$ cat src/rtl/dcsk_frame_ctrl_pkg.sv
// Shared types and constants for the DCSK frame controller.
package dcsk_pkg;
  localparam int unsigned DCSK_SPREAD_DEFAULT = 8;
  localparam int unsigned DCSK_FRAME_CNT_W    = 16;

  typedef enum logic [1:0] {
    IDLE,
    REF,
    INFO
  } dcsk_frame_state_e;
endpackage

$ cat src/rtl/dcsk_frame_ctrl_if.sv
// Bit-source, chaos-source and chip-sink handshakes of the DCSK frame controller.
interface dcsk_frame_ctrl_if;
  logic bit_in;
  logic bit_valid;
  logic bit_ready;
  logic chaos_chip;
  logic chaos_valid;
  logic chaos_req;
  logic chip_out;
  logic chip_valid;
  logic chip_ready;
  logic chip_last;

  // master: surrounding datapath; slave: the frame controller
  modport master (
    output bit_in, bit_valid, chaos_chip, chaos_valid, chip_ready,
    input  bit_ready, chaos_req, chip_out, chip_valid, chip_last
  );
  modport slave (
    input  bit_in, bit_valid, chaos_chip, chaos_valid, chip_ready,
    output bit_ready, chaos_req, chip_out, chip_valid, chip_last
  );
endinterface

$ cat src/rtl/dcsk_frame_ctrl_chip_delay.sv
// DEPTH-deep 1-bit shift register with enable; dout is the oldest entry.
module dcsk_chip_delay #(
  parameter int unsigned DEPTH = 8
) (
  input  logic clk,
  input  logic rst_n,
  input  logic shift_en,
  input  logic din,
  output logic dout
);
  logic [DEPTH-1:0] sr;

  always_ff @(posedge clk) begin
    if (!rst_n)
      sr <= '0;
    else if (shift_en)
      sr <= {sr[DEPTH-2:0], din};
  end

  assign dout = sr[DEPTH-1];
endmodule

$ cat src/rtl/dcsk_frame_ctrl.sv
// DCSK frame sequencer: SPREAD reference chips then SPREAD information chips per bit.
// Optional frame counter output enabled by `define DCSK_FRAME_CNT_EN.
module dcsk_frame_ctrl
  import dcsk_pkg::*;
#(
  parameter int unsigned SPREAD = DCSK_SPREAD_DEFAULT
) (
  input  logic                         clk,
  input  logic                         rst_n,
  dcsk_frame_ctrl_if.slave             bus,
  output logic                         busy
`ifdef DCSK_FRAME_CNT_EN
  ,
  output logic [DCSK_FRAME_CNT_W-1:0]  frame_cnt
`endif
);
  localparam int unsigned CW = $clog2(SPREAD);
  localparam logic [CW-1:0] LAST = CW'(SPREAD - 1);

  dcsk_frame_state_e state, state_nxt;
  logic [CW-1:0] cnt, cnt_nxt;
  logic bit_q, bit_q_nxt;
  logic dly_head, shift_en, dly_din;
  logic bit_ready_c, chaos_req_c, chip_out_c, chip_valid_c, chip_last_c, busy_c;
  logic frame_done;

  dcsk_chip_delay #(.DEPTH(SPREAD)) u_delay (
    .clk      (clk),
    .rst_n    (rst_n),
    .shift_en (shift_en),
    .din      (dly_din),
    .dout     (dly_head)
  );

  always_ff @(posedge clk) begin
    if (!rst_n) begin
      state <= IDLE;
      cnt   <= '0;
      bit_q <= 1'b0;
    end else begin
      state <= state_nxt;
      cnt   <= cnt_nxt;
      bit_q <= bit_q_nxt;
    end
  end

  always_comb begin
    state_nxt    = state;
    cnt_nxt      = cnt;
    bit_q_nxt    = bit_q;
    bit_ready_c  = 1'b0;
    chaos_req_c  = 1'b0;
    chip_out_c   = 1'b0;
    chip_valid_c = 1'b0;
    chip_last_c  = 1'b0;
    busy_c       = 1'b0;
    shift_en     = 1'b0;
    dly_din      = 1'b0;
    frame_done   = 1'b0;
    case (state)
      IDLE: begin
        bit_ready_c = 1'b1;
        if (bus.bit_valid) begin
          bit_q_nxt = bus.bit_in;
          cnt_nxt   = '0;
          state_nxt = REF;
        end
      end
      REF: begin
        busy_c       = 1'b1;
        chip_valid_c = bus.chaos_valid;
        chip_out_c   = bus.chaos_chip;
        if (bus.chaos_valid && bus.chip_ready) begin
          chaos_req_c = 1'b1;
          shift_en    = 1'b1;
          dly_din     = bus.chaos_chip;
          if (cnt == LAST) begin
            cnt_nxt   = '0;
            state_nxt = INFO;
          end else begin
            cnt_nxt = cnt + 1'b1;
          end
        end
      end
      INFO: begin
        busy_c       = 1'b1;
        chip_valid_c = 1'b1;
        chip_out_c   = ~(dly_head ^ bit_q);
        chip_last_c  = (cnt == LAST);
        if (bus.chip_ready) begin
          shift_en = 1'b1;
          if (cnt == LAST) begin
            // accepting the next bit here gives back-to-back frames with no gap
            bit_ready_c = 1'b1;
            frame_done  = 1'b1;
            cnt_nxt     = '0;
            if (bus.bit_valid) begin
              bit_q_nxt = bus.bit_in;
              state_nxt = REF;
            end else begin
              state_nxt = IDLE;
            end
          end else begin
            cnt_nxt = cnt + 1'b1;
          end
        end
      end
      default: state_nxt = IDLE;
    endcase
  end

  // Outputs are forced low while reset is asserted, even before the reset edge.
  assign bus.bit_ready  = rst_n & bit_ready_c;
  assign bus.chaos_req  = rst_n & chaos_req_c;
  assign bus.chip_out   = rst_n & chip_out_c;
  assign bus.chip_valid = rst_n & chip_valid_c;
  assign bus.chip_last  = rst_n & chip_last_c;
  assign busy           = rst_n & busy_c;

`ifdef DCSK_FRAME_CNT_EN
  always_ff @(posedge clk) begin
    if (!rst_n)
      frame_cnt <= '0;
    else if (frame_done)
      frame_cnt <= frame_cnt + 1'b1;
  end
`endif
endmodule

$ cat src/flat_wrapper.sv
// flat-port wrapper written by rule: the top's interface ports become plain ports
module dcsk_frame_ctrl_flat import dcsk_pkg::*;
#(
  parameter int unsigned SPREAD = DCSK_SPREAD_DEFAULT
)
  (clk, rst_n, busy, bus_bit_in, bus_bit_valid, bus_chaos_chip, bus_chaos_valid, bus_chip_ready, bus_bit_ready, bus_chaos_req, bus_chip_out, bus_chip_valid, bus_chip_last);
  dcsk_frame_ctrl_if bus_i ();
  input  logic clk;
  input  logic rst_n;
  output logic busy;
  input wire logic [$bits(bus_i.bit_in)-1:0] bus_bit_in;
  input wire logic [$bits(bus_i.bit_valid)-1:0] bus_bit_valid;
  input wire logic [$bits(bus_i.chaos_chip)-1:0] bus_chaos_chip;
  input wire logic [$bits(bus_i.chaos_valid)-1:0] bus_chaos_valid;
  input wire logic [$bits(bus_i.chip_ready)-1:0] bus_chip_ready;
  output wire logic [$bits(bus_i.bit_ready)-1:0] bus_bit_ready;
  output wire logic [$bits(bus_i.chaos_req)-1:0] bus_chaos_req;
  output wire logic [$bits(bus_i.chip_out)-1:0] bus_chip_out;
  output wire logic [$bits(bus_i.chip_valid)-1:0] bus_chip_valid;
  output wire logic [$bits(bus_i.chip_last)-1:0] bus_chip_last;
  assign bus_i.bit_in = bus_bit_in;
  assign bus_i.bit_valid = bus_bit_valid;
  assign bus_i.chaos_chip = bus_chaos_chip;
  assign bus_i.chaos_valid = bus_chaos_valid;
  assign bus_i.chip_ready = bus_chip_ready;
  assign bus_bit_ready = bus_i.bit_ready;
  assign bus_chaos_req = bus_i.chaos_req;
  assign bus_chip_out = bus_i.chip_out;
  assign bus_chip_valid = bus_i.chip_valid;
  assign bus_chip_last = bus_i.chip_last;
  dcsk_frame_ctrl #(.SPREAD(SPREAD)) u_core (.clk(clk), .rst_n(rst_n), .bus(bus_i), .busy(busy));
endmodule
$ cat config.mk
export PLATFORM = sky130hd
export DESIGN_NAME = dcsk_frame_ctrl_flat
export DESIGN_NICKNAME = d
export VERILOG_FILES = /design/src/rtl/dcsk_frame_ctrl_pkg.sv /design/src/rtl/dcsk_frame_ctrl_if.sv /design/src/rtl/dcsk_frame_ctrl_chip_delay.sv /design/src/rtl/dcsk_frame_ctrl.sv /design/src/flat_wrapper.sv
export SDC_FILE = /design/constraint.sdc
export NUM_CORES = 1
export LEC_CHECK = 0
export ABC_AREA = 1
export CORE_ASPECT_RATIO = 0.9
export CORE_MARGIN = 10
export CORE_UTILIZATION = 35
export DETAILED_ROUTE_END_ITERATION = 10
export PLACE_DENSITY = 0.62
export SLEW_MARGIN = 5
export SYNTH_ARGS = -nofsm -noshare
export SYNTH_HDL_FRONTEND = slang
export SYNTH_SLANG_ARGS = --single-unit
export TNS_END_PERCENT = 5
$ cat constraint.sdc
create_clock -name clk -period 1.6 [get_ports clk]
set_input_delay 0.24 -clock clk [delete_from_list [all_inputs] [get_ports clk]]
set_output_delay 0.24 -clock clk [all_outputs]
set_load 0.02 [all_outputs]
==> flow_metrics.py, run 1 <==
metrics = {
    "cts": {
        "clock_path_buffers": 2,
        "cts_made_buffers": 3,
        "cts.sinks": 14,
        "cts-htree-levels": 1,
        "ctsHoldBuffers": 0,
        "clk_latency_ns": 0.28,
        "cts_root_buf": "clkbuf_4",
        "clk_pin_slew_ns": 0.10,
        "postCtsSetupBuffers": 0,
        "cts_tree": "built",
    },
    "synth": {
        "synth_area_leaders": "dfxtp_1 (32%), nor2_1 (12%), nand2_1 (10%)",
        "yosys.area.top_type": "dfxtp_1",
        "ys_warn_count": 0,
        "syn_inst": 119,
        "synth_area_sq_um": 865,
        "synth_cell_types": 22,
        "synth_seq_cells": 14,
        "seq_area_frac_synth_pct": 32.4,
        "avgSynthCellArea_sq_um": 7.27,
        "syn-num-nets": 133,
        "netlist.area_leader.share_pct": 32.4,
    },
    "worst_setup_path": {
        "path_class": "reg2out",
        "worstSetupEndpoint": "bus_chip_valid",
        "cp_data_required_time_ns": 1.36,
        "worst_setup_path_end_kind": "output port",
        "cpPeakStageDelay_ns": 0.39,
        "crit_chain": "inv_4, ha_4, nand2_4, nor2_2, buf_6",
        "worstSetupStartpoint": "u_core.state[1]",
        "r2r_slack_ns": 0.22,
        "crit_arrival_ns": 1.32,
        "r2r-end": "u_core.bit_q",
        "reg2reg_depth": 9,
        "startpoint_type": "register",
        "cpMaxStageDelayCell": "dfxtp_4",
        "cp_max_fo": 3,
        "reg2reg_from": "u_core.cnt[0]",
    },
    "pwr": {
        "leakage_nw": 0.569,
        "p_total_w": 0.00183,
        "irDropWorstVdd_mv": 0.930,
        "netSwitchingPower_w": 0.000756,
        "power_density_nw_per_um2": 1480,
        "p_comb_share_pct": 55.6,
        "clkPwrFrac_pct": 14.4,
        "seqPwrFrac_pct": 29.9,
        "internal-power_w": 0.00108,
        "swShare_pct": 41.3,
    },
    "global_routing": {
        "grt_pass1_wl_mm": 3.27,
        "grt.overflow.total": 0,
        "met3_usage_pct": 1.02,
        "antenna_found_initial": 0,
        "grt_max_degree": 10,
        "use_met1_pct": 10.4,
        "grt_pass1_vias": 786,
        "busiest_layer": "met2",
        "use_met2_pct": 12.6,
        "track_usage_pct": 8.13,
    },
    "layout": {
        "num-fill-cells": 238,
        "syn_to_final_growth_pct": 42.8,
        "drive_above_1_share_pct": 36.9,
        "final_common_cell": "nor2_1",
        "seq_area_sq_um": 290,
        "final_cells": 177,
        "nets": 164,
        "n_antenna_cell": 0,
        "multi_input_area_sq_um": 588,
        "final_cell_mix": "nor2_1 (27), nand2_1 (22), buf_4 (16)",
    },
    "timing": {
        "skew_ns": 0.00559,
        "setup-tns-final_ns": 0,
        "slew_headroom_pct": 84.3,
        "slew_violations": 0,
        "fin_crit_ns": 1.56,
        "finalSetupViolations": 0,
        "tightest_slew_ns": 0.236,
        "rsz0062_at_grt": "yes",
        "final_hold_viol_count": 0,
        "fin_crit_sh_pct": 97.7,
        "max_freq_ghz": 0.640,
    },
    "outcome": {
        "status": "complete, no violations",
    },
    "detailed_routing": {
        "viasPerCell": 4.54,
        "wl_per_cell_um": 11.1,
        "ant_nets": 0,
        "firstDrtPassIters": 4,
        "drc": 0,
        "drt_iter0_drc": 37,
        "finalWirelength_mm": 1.97,
        "vias": 804,
    },
    "floorplanning": {
        "pin_count": 13,
        "start_util_pct": 36.0,
        "rows": 17,
        "die_w_um": 72.4,
        "dieHeight_um": 67.2,
        "dieArea_sq_um": 4860,
        "core_sq_um": 2400,
    },
    "worst_hold_path": {
        "hold_path_class": "in2reg",
        "hold_depth": 4,
    },
    "placed_design": {
        "place_hpwl_mm": 1.54,
        "dp.cells": 173,
        "gp_congestion": 0.833,
        "io_buffer_count": 12,
    },
    "job": {
        "maxCapViolations": 0,
    },
}
[Yosys cell counts]
master / n
nor2_2: 3
o21ai_1: 9
o21ai_0: 1
inv_1: 10
nand3_1: 4
inv_2: 2
nand2_4: 1
dfxtp_1: 14
a21oi_2: 1
nor3_2: 1
nand2_2: 3
a21oi_1: 3
xnor2_1: 1
and3_1: 1
bufbuf_16: 1
nand3_4: 1
clkinv_4: 1
nor3_1: 2
ha_1: 7
nor2_1: 28
nor2_8: 1
nand2_1: 24
[flip-flops by register name (all words and copies together) (netlist names)]
register           count
u_core.cnt             3
u_core.u_delay.sr      8
u_core.bit_q           1
u_core.state           2
[layout make-up]
type                    instances  area share, %
repair buffers                 27           18.3
inverters                      13           4.76
flip-flops and latches         14           23.5
clock buffers                   4           2.94
multi-input cells              91           47.6
well taps                      28           2.84
[power by group through the flow]
stage / combinational (W) / clock, W / sequential (W)
after global placement: 0.000888 / 0 / 0.000506
final: 0.00102 / 0.000264 / 0.000549
after detailed placement: 0.000913 / 0 / 0.000509
after CTS: 0.000914 / 0.000267 / 0.000505
after floorplan: 0.000605 / 0 / 0.000505
after global routing: 0.00116 / 0.000282 / 0.000561
[through the flow]
step           hold slack [ns]  cell area (sq um)  utilization, %  worst slack [ns]
2_1_floorplan            0.376                865               -             0.129
3_5_place_dp             0.474               1100            45.8            -0.362
3_3_place_gp             0.464               1100            45.8            -0.348
5_1_grt                  0.457               1230            51.4          -0.00731
4_1_cts                  0.493               1130            46.9           -0.0390
6_report                 0.444               1230            51.4            0.0363
[routing by layer]
layer,vias up,share of wire [%]
li1,431,-
met2,11,46
met4,0,1.6
met1,360,49
met5,-,0
met3,2,3.2
[what timing repair did]
item | in CTS | in global routing
gates resized for setup | 33 | 25
endpoints found under the hold margin | 0 | 0
pin swaps | 0 | 2
setup endpoints to repair | 6 | 6
[critical path: cells and delay by family (launching register included)]
kind | cells | cell delay (ns)
flip-flops | 1 | 0.39
adder cells (fa/ha/maj) | 1 | 0.28
buffers and inverters | 2 | 0.18
AND/OR/NAND/NOR | 2 | 0.19
[cell families after synthesis]
| kind of cell | after synthesis | share of synthesized area, % |
|---|---|---|
| compound gates | 14 | 8.54 |
| xor+xnor | 1 | 1.01 |
| fa+ha+maj | 7 | 10.1 |
| buf+inv | 14 | 9.99 |
| flops | 14 | 32.4 |
| simple gates | 69 | 37.9 |
[worst min path at each step]
stage | startpoint | end | slack [ns]
floorplan | rst_n | u_core.bit_q | 0.38
global placement | u_core.u_delay.sr[6] | u_core.u_delay.sr[6] | 0.46
detailed placement | u_core.u_delay.sr[4] | u_core.u_delay.sr[4] | 0.47
CTS | u_core.u_delay.sr[4] | u_core.u_delay.sr[4] | 0.49
global route | rst_n | u_core.cnt[2] | 0.46
finish | rst_n | u_core.cnt[0] | 0.44
No activity file was read; power rests on OpenSTA's default activity.
==> run 2, diff against run 1 <==
Settings changed: CORE_MARGIN 10 to default, SETUP_SLACK_MARGIN from default to 0.1.
==> run 2 against run 1 <==
Count of clock-buffer cells in the layout is the same. Worst setup slack barely moved. Global-route usage increased by 8.4 points. Die area shrank 45%. Cell count up 3.4%. Utilization is 8.7 points higher. Largest cell class unchanged.
==> flow_metrics.py, run 2 (synthesized netlist as in run 1, its figures left out) <==
metrics = {
    "cts": {
        "cts_tree": "built",
        "clock_path_buffers": 2,
        "clk_pin_slew_ns": 0.08,
        "ctsHoldBuffers": 0,
        "cts.sinks": 14,
        "clk_latency_ns": 0.29,
        "cts_made_buffers": 3,
        "cts_root_buf": "clkbuf_4",
        "cts-htree-levels": 1,
    },
    "detailed_routing": {
        "drt_iter0_drc": 13,
        "finalWirelength_mm": 2.01,
        "wl_per_cell_um": 11.0,
        "vias": 844,
        "ant_nets": 0,
        "viasPerCell": 4.61,
        "firstDrtPassIters": 4,
        "drc": 0,
    },
    "pwr": {
        "leakage_nw": 0.632,
        "irDropWorstVdd_mv": 0.899,
        "power_density_nw_per_um2": 1520,
    },
    "timing": {
        "rsz0062_at_grt": "yes",
        "fin_crit_ns": 1.56,
        "finalSetupViolations": 0,
        "postLayoutSetupSlackWorst_ns": 0.0362,
        "final_hold_viol_count": 0,
        "slew_headroom_pct": 82.6,
        "slew_violations": 0,
        "hold_ws_ns": 0.440,
        "fin_crit_sh_pct": 97.7,
        "tightest_slew_ns": 0.261,
        "max_freq_ghz": 0.639,
        "setup-tns-final_ns": 0,
        "skew_ns": 0.00798,
    },
    "worst_setup_path": {
        "cp_data_required_time_ns": 1.36,
        "crit_top_cell": "buf_6",
        "r2r-end": "u_core.state[0]",
        "cp_top_family": "flip-flops",
        "crit_chain": "buf_6, ha_4, nand3_1, a21oi_2, buf_6",
        "crit_arrival_ns": 1.32,
        "worst_setup_path_end_kind": "output port",
        "cp_max_fo": 6,
        "reg2reg_from": "u_core.state[1]",
        "r2r_slack_ns": 0.12,
        "startpoint_type": "register",
        "cpMaxStageDelayCell": "dfxtp_2",
        "path_class": "reg2out",
        "cp_num_buf_inv": 2,
        "reg2reg_depth": 10,
        "cpPeakStageDelay_ns": 0.37,
    },
    "worst_hold_path": {
        "hold_path_class": "in2reg",
        "hold_depth": 4,
        "worstHoldStart": "rst_n",
        "holdPathEnd": "u_core.state[0]",
    },
    "layout": {
        "finish.instance_area_sq_um": 1360,
        "utilization_pct": 60.1,
        "nets": 171,
        "syn_to_final_growth_pct": 57.2,
        "final_common_cell": "nor2_1",
        "top_register": "u_core.u_delay.sr",
        "n_antenna_cell": 0,
        "drive_above_1_share_pct": 44.9,
        "largest_register_ffs": 8,
        "reg_top3": "u_core.u_delay.sr: 8 flops, u_core.cnt: 3 flops, u_core.state: 2 flops",
        "final_cell_mix": "nor2_1 (27), buf_4 (22), nand2_1 (21)",
    },
    "global_routing": {
        "track_usage_pct": 16.5,
        "grt.overflow.total": 0,
        "grt_pass1_vias": 755,
        "grt_pass1_wl_mm": 3.16,
        "antenna_found_initial": 0,
        "grt_max_degree": 10,
    },
    "floorplanning": {
        "die_w_um": 54.4,
        "core_sq_um": 2260,
        "dieArea_sq_um": 2670,
        "rows": 16,
        "dieHeight_um": 49.2,
        "pin_count": 13,
        "start_util_pct": 38.2,
    },
    "placed_design": {
        "place_hpwl_mm": 1.43,
        "post_dp_cell_area_sq_um": 1120,
        "io_buffer_count": 12,
        "gp_congestion": 0.815,
        "place_ws_ns": -0.354,
    },
    "job": {
        "maxCapViolations": 0,
    },
    "outcome": {
        "status": "complete, no violations",
    },
}
-- run 2: cell type report --
cell class / instances / area, sq um
clock buffers: 4 / 36.3
inverters: 13 / 58.8
flip-flops and latches: 14 / 288
repair buffers: 34 / 295
multi-input cells: 91 / 647
fillers: 198 / 903
well taps: 27 / 33.8
-- run 2: power by group --
| group | internal [W] | switching (W) | total [W] |
|---|---|---|---|
| combinational | 0.000607 | 0.000648 | 0.00126 |
| sequential | 0.000457 | 0.0000851 | 0.000543 |
| clock | 0.000139 | 0.000122 | 0.000260 |
-- run 2: worst reg2reg max path: stages, from the launching register on --
cell	delay (ns)
dfxtp_2	0.35
buf_6	0.12
ha_4	0.18
buf_4	0.13
buf_4	0.13
nand2_4	0.08
nand2_8	0.09
nor2_4	0.14
nand3_2	0.07
nand2_1	0.07
nor2_1	0.04
-- run 2: stage by stage --
step / cells / power [W]
6_report: 183 / 0.00206
5_1_grt: 183 / 0.00223
4_1_cts: 181 / 0.00187
3_5_place_dp: 175 / 0.00146
3_3_place_gp: 175 / 0.00144
2_1_floorplan: 119 / 0.00111
-- run 2: routing by layer --
metal,share of wire (%),GRT usage [%],up-vias
met5,0,0,-
met4,0.75,5.13,0
met3,3.3,5.61,2
met2,50,27.2,10
met1,46,19.5,388
li1,-,-,444
-- run 2: timing repair --
item                                    in CTS  in global routing
setup buffers                                2                  2
hold endpoints to repair                     0                  0
pin swaps                                    4                 13
endpoints found under the setup margin       9                 11
resized for setup                           49                 28
-- run 2: how the worst max path moves through the flow --
stage	startpoint	cells past startpoint	slack (ns)	end
after CTS	u_core.state[1]	7	0.04	bus_chip_valid
after global routing	u_core.state[1]	5	-0.02	bus_bit_ready
after floorplan	u_core.state[0]	4	0.13	bus_chip_out
after detailed placement	rst_n	4	-0.35	bus_chaos_req
after global placement	rst_n	4	-0.34	bus_chaos_req
final	u_core.state[1]	5	0.04	bus_bit_ready
